==> src/rtl/pkg_garrafa.sv <==
// Shared definitions for the bottle fill/seal station plant emulator and its controller.
package pkg_garrafa;

    typedef enum logic [2:0] {
        StOcioso     = 3'd0,
        StTransporte = 3'd1,
        StEnchendo   = 3'd2,
        StCheia      = 3'd3,
        StVedada     = 3'd4,
        StSaida      = 3'd5,
        StRejeito    = 3'd6
    } estado_e;

    localparam logic SensorOn  = 1'b1;
    localparam logic SensorOff = 1'b0;

    function automatic logic [7:0] sat_inc8(input logic [7:0] v);
        return (v == 8'hFF) ? v : v + 8'd1;
    endfunction

    // A zero-length phase still lasts one cycle.
    function automatic logic [15:0] ticks16(input int unsigned n);
        logic [15:0] t;
        t = 16'(n);
        return (t == 16'd0) ? 16'd1 : t;
    endfunction

endpackage

==> src/rtl/planta_garrafa_sim_if.sv <==
// Controller <-> plant signal bundle; the controller side is master, the plant is slave.
interface planta_garrafa_sim_if;

    logic       habilita;
    logic       rec;
    logic       EV;
    logic       VE;
    logic       GC;
    logic       PG;
    logic       CH;
    logic       RO;
    logic [2:0] estado;
    logic [7:0] cont_ok;
    logic [7:0] cont_rej;
    logic [7:0] estoque;
    logic       vazio;
    logic       erro;

    modport master (
        output habilita, rec, EV, VE, GC,
        input  PG, CH, RO, estado, cont_ok, cont_rej, estoque, vazio, erro
    );

    modport slave (
        input  habilita, rec, EV, VE, GC,
        output PG, CH, RO, estado, cont_ok, cont_rej, estoque, vazio, erro
    );

endinterface

==> src/rtl/planta_timer.sv <==
// 16-bit down-counter: load has priority, done flags the last enabled cycle (count == 1).
module planta_timer (
    input  logic        clk_i,
    input  logic        reset_i,
    input  logic        load_i,
    input  logic [15:0] value_i,
    input  logic        en_i,
    output logic        done_o
);

    logic [15:0] cnt_d, cnt_q;

    always_comb begin
        cnt_d = cnt_q;
        if (load_i) begin
            cnt_d = value_i;
        end else if (en_i && (cnt_q != 16'd0)) begin
            cnt_d = cnt_q - 16'd1;
        end
    end

    always_ff @(posedge clk_i or posedge reset_i) begin
        if (reset_i) begin
            cnt_q <= 16'd0;
        end else begin
            cnt_q <= cnt_d;
        end
    end

    assign done_o = en_i && (cnt_q == 16'd1);

endmodule

==> src/rtl/planta_garrafa_sim.sv <==
// Bottle station plant: conveyor/fill/seal timing model producing PG/CH/RO from EV/VE/GC.
module planta_garrafa_sim
    import pkg_garrafa::*;
#(
    parameter int unsigned TRAVEL_TICKS  = 16,
    parameter int unsigned FILL_TICKS    = 16,
    parameter int unsigned SEAL_TICKS    = 8,
    parameter int unsigned EXIT_TICKS    = 4,
    parameter int unsigned TIMEOUT_TICKS = 1000,
    parameter int unsigned ESTOQUE_INI   = 10
) (
    input logic                 clk,
    input logic                 reset,
    planta_garrafa_sim_if.slave bus
);

    localparam logic [15:0] TravelT   = ticks16(TRAVEL_TICKS);
    localparam logic [15:0] FillT     = ticks16(FILL_TICKS);
    localparam logic [15:0] SealT     = ticks16(SEAL_TICKS);
    localparam logic [15:0] ExitT     = ticks16(EXIT_TICKS);
    localparam logic [15:0] TimeoutT  = ticks16(TIMEOUT_TICKS);
    localparam logic [7:0]  EstoqueIni = 8'(ESTOQUE_INI);

    estado_e     state_d, state_q;
    logic        pg_d, pg_q, ch_d, ch_q, ro_d, ro_q;
    logic [7:0]  cont_ok_d, cont_ok_q, cont_rej_d, cont_rej_q, estoque_d, estoque_q;
    logic        erro_d, erro_q;

    logic        ph_load, ph_en, ph_done;
    logic [15:0] ph_val;
    logic        wt_load, wt_en, wt_done;
    logic        start, ok_inc, rej, erro_set;

    // Phase timer doubles as the seal timer: in CHEIA it only advances on EV cycles.
    assign ph_en = (state_q inside {StTransporte, StEnchendo, StSaida}) ||
                   ((state_q == StCheia) && bus.EV);
    assign wt_en = state_q inside {StCheia, StVedada};

    planta_timer u_phase_timer (
        .clk_i   (clk),
        .reset_i (reset),
        .load_i  (ph_load),
        .value_i (ph_val),
        .en_i    (ph_en),
        .done_o  (ph_done)
    );

    planta_timer u_wait_timer (
        .clk_i   (clk),
        .reset_i (reset),
        .load_i  (wt_load),
        .value_i (TimeoutT),
        .en_i    (wt_en),
        .done_o  (wt_done)
    );

    always_comb begin
        state_d = state_q;
        ph_load = 1'b0;
        ph_val  = 16'd0;
        wt_load = 1'b0;
        start   = 1'b0;
        ok_inc  = 1'b0;
        rej     = 1'b0;
        unique case (state_q)
            StOcioso: begin
                if (bus.habilita && (estoque_q != 8'd0)) begin
                    start   = 1'b1;
                    state_d = StTransporte;
                    ph_load = 1'b1;
                    ph_val  = TravelT;
                end
            end
            StTransporte: begin
                if (ph_done) begin
                    state_d = StEnchendo;
                    ph_load = 1'b1;
                    ph_val  = FillT;
                end
            end
            StEnchendo: begin
                if (ph_done) begin
                    state_d = StCheia;
                    ph_load = 1'b1;
                    ph_val  = SealT;
                    wt_load = 1'b1;
                end
            end
            StCheia: begin
                // A seal completing on the timeout cycle still counts as sealed.
                if (ph_done) begin
                    state_d = StVedada;
                    wt_load = 1'b1;
                end else if (wt_done) begin
                    state_d = StRejeito;
                    rej     = 1'b1;
                end
            end
            StVedada: begin
                if (bus.GC) begin
                    state_d = StSaida;
                    ph_load = 1'b1;
                    ph_val  = ExitT;
                end else if (wt_done) begin
                    state_d = StRejeito;
                    rej     = 1'b1;
                end
            end
            StSaida: begin
                if (ph_done) begin
                    state_d = StOcioso;
                    ok_inc  = 1'b1;
                end
            end
            StRejeito: state_d = StOcioso;
            default:   state_d = StOcioso;
        endcase
    end

    always_comb begin
        pg_d = (state_d inside {StEnchendo, StCheia, StVedada, StSaida}) ? SensorOn : SensorOff;
        ch_d = (state_d inside {StCheia, StVedada, StSaida}) ? SensorOn : SensorOff;
        ro_d = (state_d inside {StVedada, StSaida}) ? SensorOn : SensorOff;

        erro_set = rej || (bus.VE != bus.GC) || (bus.GC && (state_q != StVedada));
        if (erro_set) begin
            erro_d = 1'b1;
        end else if (bus.rec) begin
            erro_d = 1'b0;
        end else begin
            erro_d = erro_q;
        end

        if (bus.rec) begin
            estoque_d = EstoqueIni;
        end else if (start) begin
            estoque_d = estoque_q - 8'd1;
        end else begin
            estoque_d = estoque_q;
        end

        cont_ok_d  = ok_inc ? sat_inc8(cont_ok_q) : cont_ok_q;
        cont_rej_d = rej ? sat_inc8(cont_rej_q) : cont_rej_q;
    end

    always_ff @(posedge clk or posedge reset) begin
        if (reset) begin
            state_q    <= StOcioso;
            pg_q       <= SensorOff;
            ch_q       <= SensorOff;
            ro_q       <= SensorOff;
            cont_ok_q  <= 8'd0;
            cont_rej_q <= 8'd0;
            estoque_q  <= EstoqueIni;
            erro_q     <= 1'b0;
        end else begin
            state_q    <= state_d;
            pg_q       <= pg_d;
            ch_q       <= ch_d;
            ro_q       <= ro_d;
            cont_ok_q  <= cont_ok_d;
            cont_rej_q <= cont_rej_d;
            estoque_q  <= estoque_d;
            erro_q     <= erro_d;
        end
    end

    assign bus.PG       = pg_q;
    assign bus.CH       = ch_q;
    assign bus.RO       = ro_q;
    assign bus.estado   = state_q;
    assign bus.cont_ok  = cont_ok_q;
    assign bus.cont_rej = cont_rej_q;
    assign bus.estoque  = estoque_q;
    assign bus.vazio    = (estoque_q == 8'd0);
    assign bus.erro     = erro_q;

endmodule

==> src/flat_wrapper.sv <==
// flat-port wrapper written by rule: the top's interface ports become plain ports
module planta_garrafa_sim_flat import pkg_garrafa::*;
#(
    parameter int unsigned TRAVEL_TICKS  = 16,
    parameter int unsigned FILL_TICKS    = 16,
    parameter int unsigned SEAL_TICKS    = 8,
    parameter int unsigned EXIT_TICKS    = 4,
    parameter int unsigned TIMEOUT_TICKS = 1000,
    parameter int unsigned ESTOQUE_INI   = 10
)
  (clk, reset, bus_habilita, bus_rec, bus_EV, bus_VE, bus_GC, bus_PG, bus_CH, bus_RO, bus_estado, bus_cont_ok, bus_cont_rej, bus_estoque, bus_vazio, bus_erro);
  planta_garrafa_sim_if bus_i ();
  input logic clk;
  input logic reset;
  input wire logic [$bits(bus_i.habilita)-1:0] bus_habilita;
  input wire logic [$bits(bus_i.rec)-1:0] bus_rec;
  input wire logic [$bits(bus_i.EV)-1:0] bus_EV;
  input wire logic [$bits(bus_i.VE)-1:0] bus_VE;
  input wire logic [$bits(bus_i.GC)-1:0] bus_GC;
  output wire logic [$bits(bus_i.PG)-1:0] bus_PG;
  output wire logic [$bits(bus_i.CH)-1:0] bus_CH;
  output wire logic [$bits(bus_i.RO)-1:0] bus_RO;
  output wire logic [$bits(bus_i.estado)-1:0] bus_estado;
  output wire logic [$bits(bus_i.cont_ok)-1:0] bus_cont_ok;
  output wire logic [$bits(bus_i.cont_rej)-1:0] bus_cont_rej;
  output wire logic [$bits(bus_i.estoque)-1:0] bus_estoque;
  output wire logic [$bits(bus_i.vazio)-1:0] bus_vazio;
  output wire logic [$bits(bus_i.erro)-1:0] bus_erro;
  assign bus_i.habilita = bus_habilita;
  assign bus_i.rec = bus_rec;
  assign bus_i.EV = bus_EV;
  assign bus_i.VE = bus_VE;
  assign bus_i.GC = bus_GC;
  assign bus_PG = bus_i.PG;
  assign bus_CH = bus_i.CH;
  assign bus_RO = bus_i.RO;
  assign bus_estado = bus_i.estado;
  assign bus_cont_ok = bus_i.cont_ok;
  assign bus_cont_rej = bus_i.cont_rej;
  assign bus_estoque = bus_i.estoque;
  assign bus_vazio = bus_i.vazio;
  assign bus_erro = bus_i.erro;
  planta_garrafa_sim #(.TRAVEL_TICKS(TRAVEL_TICKS), .FILL_TICKS(FILL_TICKS), .SEAL_TICKS(SEAL_TICKS), .EXIT_TICKS(EXIT_TICKS), .TIMEOUT_TICKS(TIMEOUT_TICKS), .ESTOQUE_INI(ESTOQUE_INI)) u_core (.clk(clk), .reset(reset), .bus(bus_i));
endmodule
==> config.mk <==
export PLATFORM = sky130hd
export DESIGN_NAME = planta_garrafa_sim_flat
export DESIGN_NICKNAME = d
export VERILOG_FILES = /design/src/rtl/pkg_garrafa.sv /design/src/rtl/planta_garrafa_sim_if.sv /design/src/rtl/planta_timer.sv /design/src/rtl/planta_garrafa_sim.sv /design/src/flat_wrapper.sv
export SDC_FILE = /design/constraint.sdc
export NUM_CORES = 1
export LEC_CHECK = 0
export CORE_UTILIZATION = 50
export CTS_BUF_LIST = sky130_fd_sc_hd__clkbuf_4
export DETAILED_ROUTE_END_ITERATION = 8
export PLACE_DENSITY = 0.82
export SETUP_SLACK_MARGIN = 0.2
export SLEW_MARGIN = 0
export SYNTH_ARGS = -nofsm -noshare
export SYNTH_HDL_FRONTEND = slang
export SYNTH_SLANG_ARGS = --single-unit
==> constraint.sdc <==
create_clock -name clk -period 8 [get_ports clk]
set_clock_uncertainty 0.15 [all_clocks]
set_input_delay 1.6 -clock clk [delete_from_list [all_inputs] [get_ports clk]]
set_output_delay 1.6 -clock clk [all_outputs]
set_load 0.02 [all_outputs]
==> impl_metrics.env, run 1 <==
export IMPL_max_freq_mhz=257.5
export IMPL_grt_total_usage=0.2270
export IMPL_cp_required_ps=6250
export IMPL_most_common_layout_cells="dfrtp_1 (61), nor2_1 (46), clkdlybuf4s50_1 (38), xnor2_1 (24), xor2_1 (18)"
export IMPL_max_slew_margin=0.2738
export IMPL_drtIter0Drc=138
export IMPL_synth_fp_nets=352
export IMPL_synthCells=336
export IMPL_cts_htree_levels=3
export IMPL_p_total_w=0.001006
export IMPL_ys_warn_count=0
export IMPL_timing_rr_start="u_core.u_phase_timer.cnt_q[1]$_DFFE_PP0P_"
export IMPL_critical_path_class="flip-flop to primary output"
export IMPL_clockBufferDepth=2
export IMPL_final_period_utilization=0.4855
export IMPL_avgSynthCellArea_um2=9.969
export IMPL_startpoint="u_core.bus.estoque[0]$_DFFE_PP0P_"
export IMPL_ant_nets=0
export IMPL_yosys_most_used_dff="dfrtp_1"
export IMPL_drv_cap=0
export IMPL_vdd_ir_drop_max_mv=0.1311
export IMPL_synth_edf_count=0
export IMPL_grt_max_degree=64
export IMPL_timing_setup_tns_ps=0
export IMPL_synth_compound_area_frac=0.09862
export IMPL_cts_buffers=9
export IMPL_synth_top_family_by_area="simple AND/OR/NAND/NOR gates"
export IMPL_power_density_nw_per_um2=253.2
export IMPL_yosys_area_share_adder=0.03362
export IMPL_finalSetupViolCount=0
export IMPL_worstPathArrival_ps=2130
export IMPL_grt_pass1_wl_um=12520
export IMPL_grt_antenna_before_repair=0
export IMPL_min_from="u_core.bus.cont_rej[5]$_DFFE_PP0P_"
export IMPL_clk_insertion_delay_late_ps=420
export IMPL_endpoint_kind="primary output"
export IMPL_gr_total_overflow=0
export IMPL_crit_slowest_cell="clkdlybuf4s50_1"
export IMPL_cts_root_buf="clkbuf_4"
export IMPL_routed_via_density=5.924
export IMPL_first_pass_iters=4
export IMPL_synth_top_area_frac=0.4557
export IMPL_final_common_cell="dfrtp_1"
export IMPL_hpwlAfterDp_um=5004
export IMPL_synth_top_area_cell="dfrtp_1"
export IMPL_hold_buffers=0
export IMPL_status="completed"
export IMPL_grt_pass1_vias=2633
export IMPL_cts_tree="yes"
export IMPL_n_fill_cell=516
export IMPL_start_kind="flip-flop"
export IMPL_async_flop_share=1.000
export IMPL_clk_pin_slew_ps=120
export IMPL_drive_gt1_frac=0.09067
export IMPL_die_x_um=83.85
export IMPL_register_area_um2=1579
export IMPL_fp_dieH_um=83.85
export IMPL_routabilityCongestion=0.8965
export IMPL_yosys_top_cells_area="dfrtp_1 (46%), xnor2_1 (6.3%), nor2_1 (5.2%)"
export IMPL_clock_sinks=63
export IMPL_tightest_slew_ps=1079
export IMPL_p_leak_nw=1.573
export IMPL_rsz0062_at_grt="false"
export IMPL_diodes=0
export IMPL_synth_distinct_cells=53
export IMPL_drc=0
export IMPL_synthMuxAreaShare=0.01307
export IMPL_synthXorXnorAreaFrac=0.1098
export IMPL_netlist_area_um2=3349
export IMPL_synth_seq_cells=63
export IMPL_synth_simple_area_share=0.2507
export IMPL_wirelength_um=7235
export IMPL_io_buffers=38
export IMPL_num_vias=2743
export IMPL_cts_setup_buffers=0
export IMPL_num_rows=29
export IMPL_slew_viol_final=0
export IMPL_fin_crit_ps=3884
export IMPL_ios=39
export IMPL_ys_seq_area_frac=0.4714
export IMPL_syn2layout_area_growth_pct=18.64
export IMPL_cpLargestDelayFamily="buffers and inverters"
export IMPL_path_max_fanout=4
export IMPL_hold_violations=0
export IMPL_multi_input_area_um2=1694
export IMPL_core_area_um2=6422
export IMPL_cp_num_buf_inv=2
export IMPL_nets=397
export IMPL_post_drt_wl_per_cell_um=15.63
export IMPL_cp_cell_sequence="inv_1 -> ha_1 -> nor2b_1 -> and3_1 -> clkdlybuf4s50_1"
export IMPL_initial_core_util=0.5215
export IMPL_dieArea_um2=7030
export IMPL_ctsResizeCount=0
export IMPL_slowest_delay_ps=600
export IMPL_min_path_type="flip-flop to flip-flop"
sequential cells by signal (all words and copies together) (netlist names):
register                    count
u_core.bus.RO                   1
u_core.bus.PG                   1
u_core.bus.cont_ok              8
u_core.bus.CH                   1
u_core.bus.estado               3
u_core.u_phase_timer.cnt_q     16
u_core.bus.estoque              8
u_core.bus.erro                 1
u_core.bus.cont_rej             8
u_core.u_wait_timer.cnt_q      16
logic make-up after synthesis:
group                    count (synthesis)
AO/OA/AOI/OAI                           44
XOR/XNOR                                42
adder cells (fa/ha/maj)                  9
buffers and inverters                   19
flip-flops                              63
multiplexers                             4
AND/OR/NAND/NOR                        155
stage by stage:
step	setup WS [ps]	cell area (um^2)	hold slack, ps	cells	utilization
2_1_floorplan	4633	3349	356.4	336	-
3_3_place_gp	3901	3810	324.5	447	0.5932
3_5_place_dp	3810	3810	338.4	447	0.5932
4_1_cts	4101	3974	357.8	463	0.6187
5_1_grt	4024	3974	371.0	463	0.6187
6_report	4116	3974	353.0	463	0.6187
synth_stat cells, types with 3 or more instances:
cell,instances
nand4_1,12
nand3_1,14
nor4b_1,3
buf_2,4
ha_1,9
inv_1,14
dfrtp_1,61
a21oi_1,10
nand3b_1,3
xor2_1,18
o21ai_0,9
xnor2_1,24
o22a_1,4
a211oi_1,3
and3_1,4
a31oi_1,5
nand2_1,16
and2_1,4
nor2_1,46
or3_1,3
nor3_1,16
nor2b_1,3
and4_1,3
nor4_1,10
mux2_2,3
or4_1,3
path summary, 6_finish.rpt:
path	to	slack, ps	cells past startpoint
min in group asynchronous	u_core.bus.estado[1]$_DFF_PP0_	1570	3
worst min register to register	u_core.bus.cont_rej[5]$_DFFE_PP0P_	350	1
worst max register to register	u_core.u_phase_timer.cnt_q[4]$_DFFE_PP0P_	4860	8
worst max-delay path	bus_vazio	4120	5
worst min-delay path	u_core.bus.cont_rej[5]$_DFFE_PP0P_	350	1
max in group asynchronous	u_core.bus.estoque[5]$_DFFE_PP0P_	5620	3
worst reg2reg max path, delay by kind of cell, from the launching register on:
| family | cells | cell delay (ps) |
|---|---|---|
| DFF | 1 | 410 |
| AOI/OAI and AO/OA | 3 | 1120 |
| buffers and inverters | 1 | 110 |
| and+or+nand+nor | 3 | 1080 |
| adders and majority gates | 1 | 170 |
final cells by class:
class / count / share of cell area
Multi-Input combinational cell: 254 / 0.4263
Sequential cell: 63 / 0.3974
Timing Repair Buffer: 39 / 0.09761
Clock inverter: 7 / 0.02424
Tap cell: 77 / 0.02424
Clock buffer: 9 / 0.01700
Inverter: 14 / 0.01322
power breakdown:
part	internal [W]	switching [W]
registers	0.000381	0.0000853
clock network	0.000127	0.000128
logic	0.000127	0.000157
total	0.000635	0.000371
layer usage:
metal  part of all wire  vias up  wire [um]  GRT usage
li1                   -     1302          -          -
met1               0.45     1358       3269     0.2914
met2               0.48       69       3450     0.3689
met3              0.052       14        376    0.05638
met4              0.019        0        139    0.09091
met5                  0        -          0          0
No activity file was read; power rests on OpenSTA's default activity.
==> run 2, diff against run 1 <==
Settings changed: PLACE_DENSITY 0.82 to 0.85.
Clock period 8 ns to 3.2 ns, I/O delays scaled along.
==> run 2 against run 1 <==
  * Design area up 1.9%
  * Final cell count up 2.2%
  * Combinational power rose to 2.6 times the previous value
  * Setup slack worse by 3800 ps
  * Critical path type unchanged
  * Critical endpoint unchanged
  * Largest power group unchanged
==> impl_metrics.env, run 2 (same netlist as run 1, synthesis figures left out) <==
export IMPL_rsz0062_at_grt="false"
export IMPL_fin_ws_ps=290.9
export IMPL_num_vias=2697
export IMPL_num_rows=29
export IMPL_ant_nets=0
export IMPL_clockBufferDepth=2
export IMPL_final_period_utilization=0.9091
export IMPL_final_cell_area_um2=4048
export IMPL_cp_required_ps=2410
export IMPL_grt_pass1_wl_um=12120
export IMPL_power_density_nw_per_um2=615.5
export IMPL_reg_top3="u_core.u_phase_timer.cnt_q x16, u_core.u_wait_timer.cnt_q x16"
export IMPL_critical_path_class="flip-flop to primary output"
export IMPL_fin_crit_ps=2909
export IMPL_placed_area_um2=3867
export IMPL_first_pass_iters=4
export IMPL_worstPathArrival_ps=2120
export IMPL_clk_pin_slew_ps=120
export IMPL_die_x_um=83.85
export IMPL_drv_cap=0
export IMPL_clock_sinks=63
export IMPL_drive_gt1_frac=0.1187
export IMPL_hold_violations=0
export IMPL_finalSetupViolCount=0
export IMPL_vdd_ir_drop_max_mv=0.3050
export IMPL_p_leak_nw=1.624
export IMPL_cts_buffers=9
export IMPL_final_common_cell="dfrtp_1"
export IMPL_hpwlAfterDp_um=5040
export IMPL_post_drt_wl_per_cell_um=15.05
export IMPL_nets=407
export IMPL_drtIter0Drc=212
export IMPL_timing_setup_tns_ps=0
export IMPL_syn2layout_area_growth_pct=20.84
export IMPL_diodes=0
export IMPL_ios=39
export IMPL_slew_viol_final=0
export IMPL_initial_core_util=0.5215
export IMPL_gr_total_overflow=0
export IMPL_endpoint_kind="primary output"
export IMPL_cts_tree="yes"
export IMPL_grt_pass1_vias=2537
export IMPL_path_max_fanout=4
export IMPL_max_slew_margin=0.5039
export IMPL_clk_insertion_delay_late_ps=420
export IMPL_grt_total_usage=0.2181
export IMPL_tightest_slew_ps=737.3
export IMPL_wirelength_um=7121
export IMPL_core_area_um2=6422
export IMPL_grt_antenna_before_repair=0
export IMPL_dieArea_um2=7030
export IMPL_cts_root_buf="clkbuf_4"
export IMPL_worst_hold_slack_ps=348.2
export IMPL_fp_dieH_um=83.85
export IMPL_min_path_type="flip-flop to flip-flop"
export IMPL_post_place_ws_ps=159.7
export IMPL_cts_htree_levels=3
export IMPL_routabilityCongestion=0.8487
export IMPL_status="completed"
export IMPL_most_common_layout_cells="dfrtp_1 (61), nor2_1 (46), clkdlybuf4s50_1 (38), xnor2_1 (24), xor2_1 (18)"
export IMPL_start_kind="flip-flop"
export IMPL_io_buffers=38
export IMPL_drc=0
export IMPL_max_freq_mhz=343.8
export IMPL_grt_max_degree=34
export IMPL_routed_via_density=5.702
==> run 2: final timing paths <==
kind                                                      startpoint                                       end  slack [ps]  depth (start not counted)
max                                u_core.bus.estoque[1]$_DFFE_PP1P_                                 bus_vazio         290                          5
min                                u_core.bus.cont_ok[4]$_DFFE_PP0P_         u_core.bus.cont_ok[4]$_DFFE_PP0P_         350                          1
max reg2reg                u_core.u_phase_timer.cnt_q[1]$_DFFE_PP0P_         u_core.bus.cont_ok[1]$_DFFE_PP0P_         400                          8
min reg2reg                        u_core.bus.cont_ok[4]$_DFFE_PP0P_         u_core.bus.cont_ok[4]$_DFFE_PP0P_         350                          1
max in group asynchronous                                      reset         u_core.bus.estoque[3]$_DFFE_PP1P_        1740                          3
min in group asynchronous                                      reset  u_core.u_wait_timer.cnt_q[7]$_DFFE_PP0P_         470                          2
==> run 2: layer usage <==
metal | GRT usage | up-vias | part of all wire
li1 | - | 1328 | -
met1 | 0.3010 | 1298 | 0.47
met2 | 0.3361 | 61 | 0.48
met3 | 0.03462 | 10 | 0.042
met4 | 0.1066 | 0 | 0.014
met5 | 0 | - | 0
==> run 2: timing repair <==
item                       in CTS  in global routing
setup endpoints to repair       1                 23
setup buffers                   0                  4
resized for setup               0                  1
hold buffers                    0                  0
cloned                          0                  0
hold endpoints to repair        0                  0
pin swaps                       1                  2
==> run 2: critical path: stages, from the launching register on <==
cell and delay, ps:
dfstp_2 580, inv_1 50, ha_1 190, nor2b_2 170, and3_1 170, clkdlybuf4s50_1 530
==> run 2: final cells by class <==
cell class	count	area (um^2)
flip-flops and latches	63	1579
repair buffers	49	475.5
well taps	77	96.34
inverters	14	52.55
clock inverters	7	80.08
clock buffers	9	67.56
multi-input cells	254	1697
fillers	530	2375
==> run 2: report_power, final <==
part           internal [W]  total, W  switching (W)
Sequential         0.000952   0.00116       0.000210
Clock              0.000248  0.000585       0.000337
Combinational      0.000349  0.000745       0.000396
Total               0.00155   0.00249       0.000943
==> run 2: metrics by stage <==
step	utilization	power [W]	std cells
2_1_floorplan	-	0.001663	336
3_3_place_gp	0.6022	0.001871	453
3_5_place_dp	0.6022	0.001909	453
4_1_cts	0.6252	0.002492	469
5_1_grt	0.6302	0.002652	473
6_report	0.6302	0.002492	473
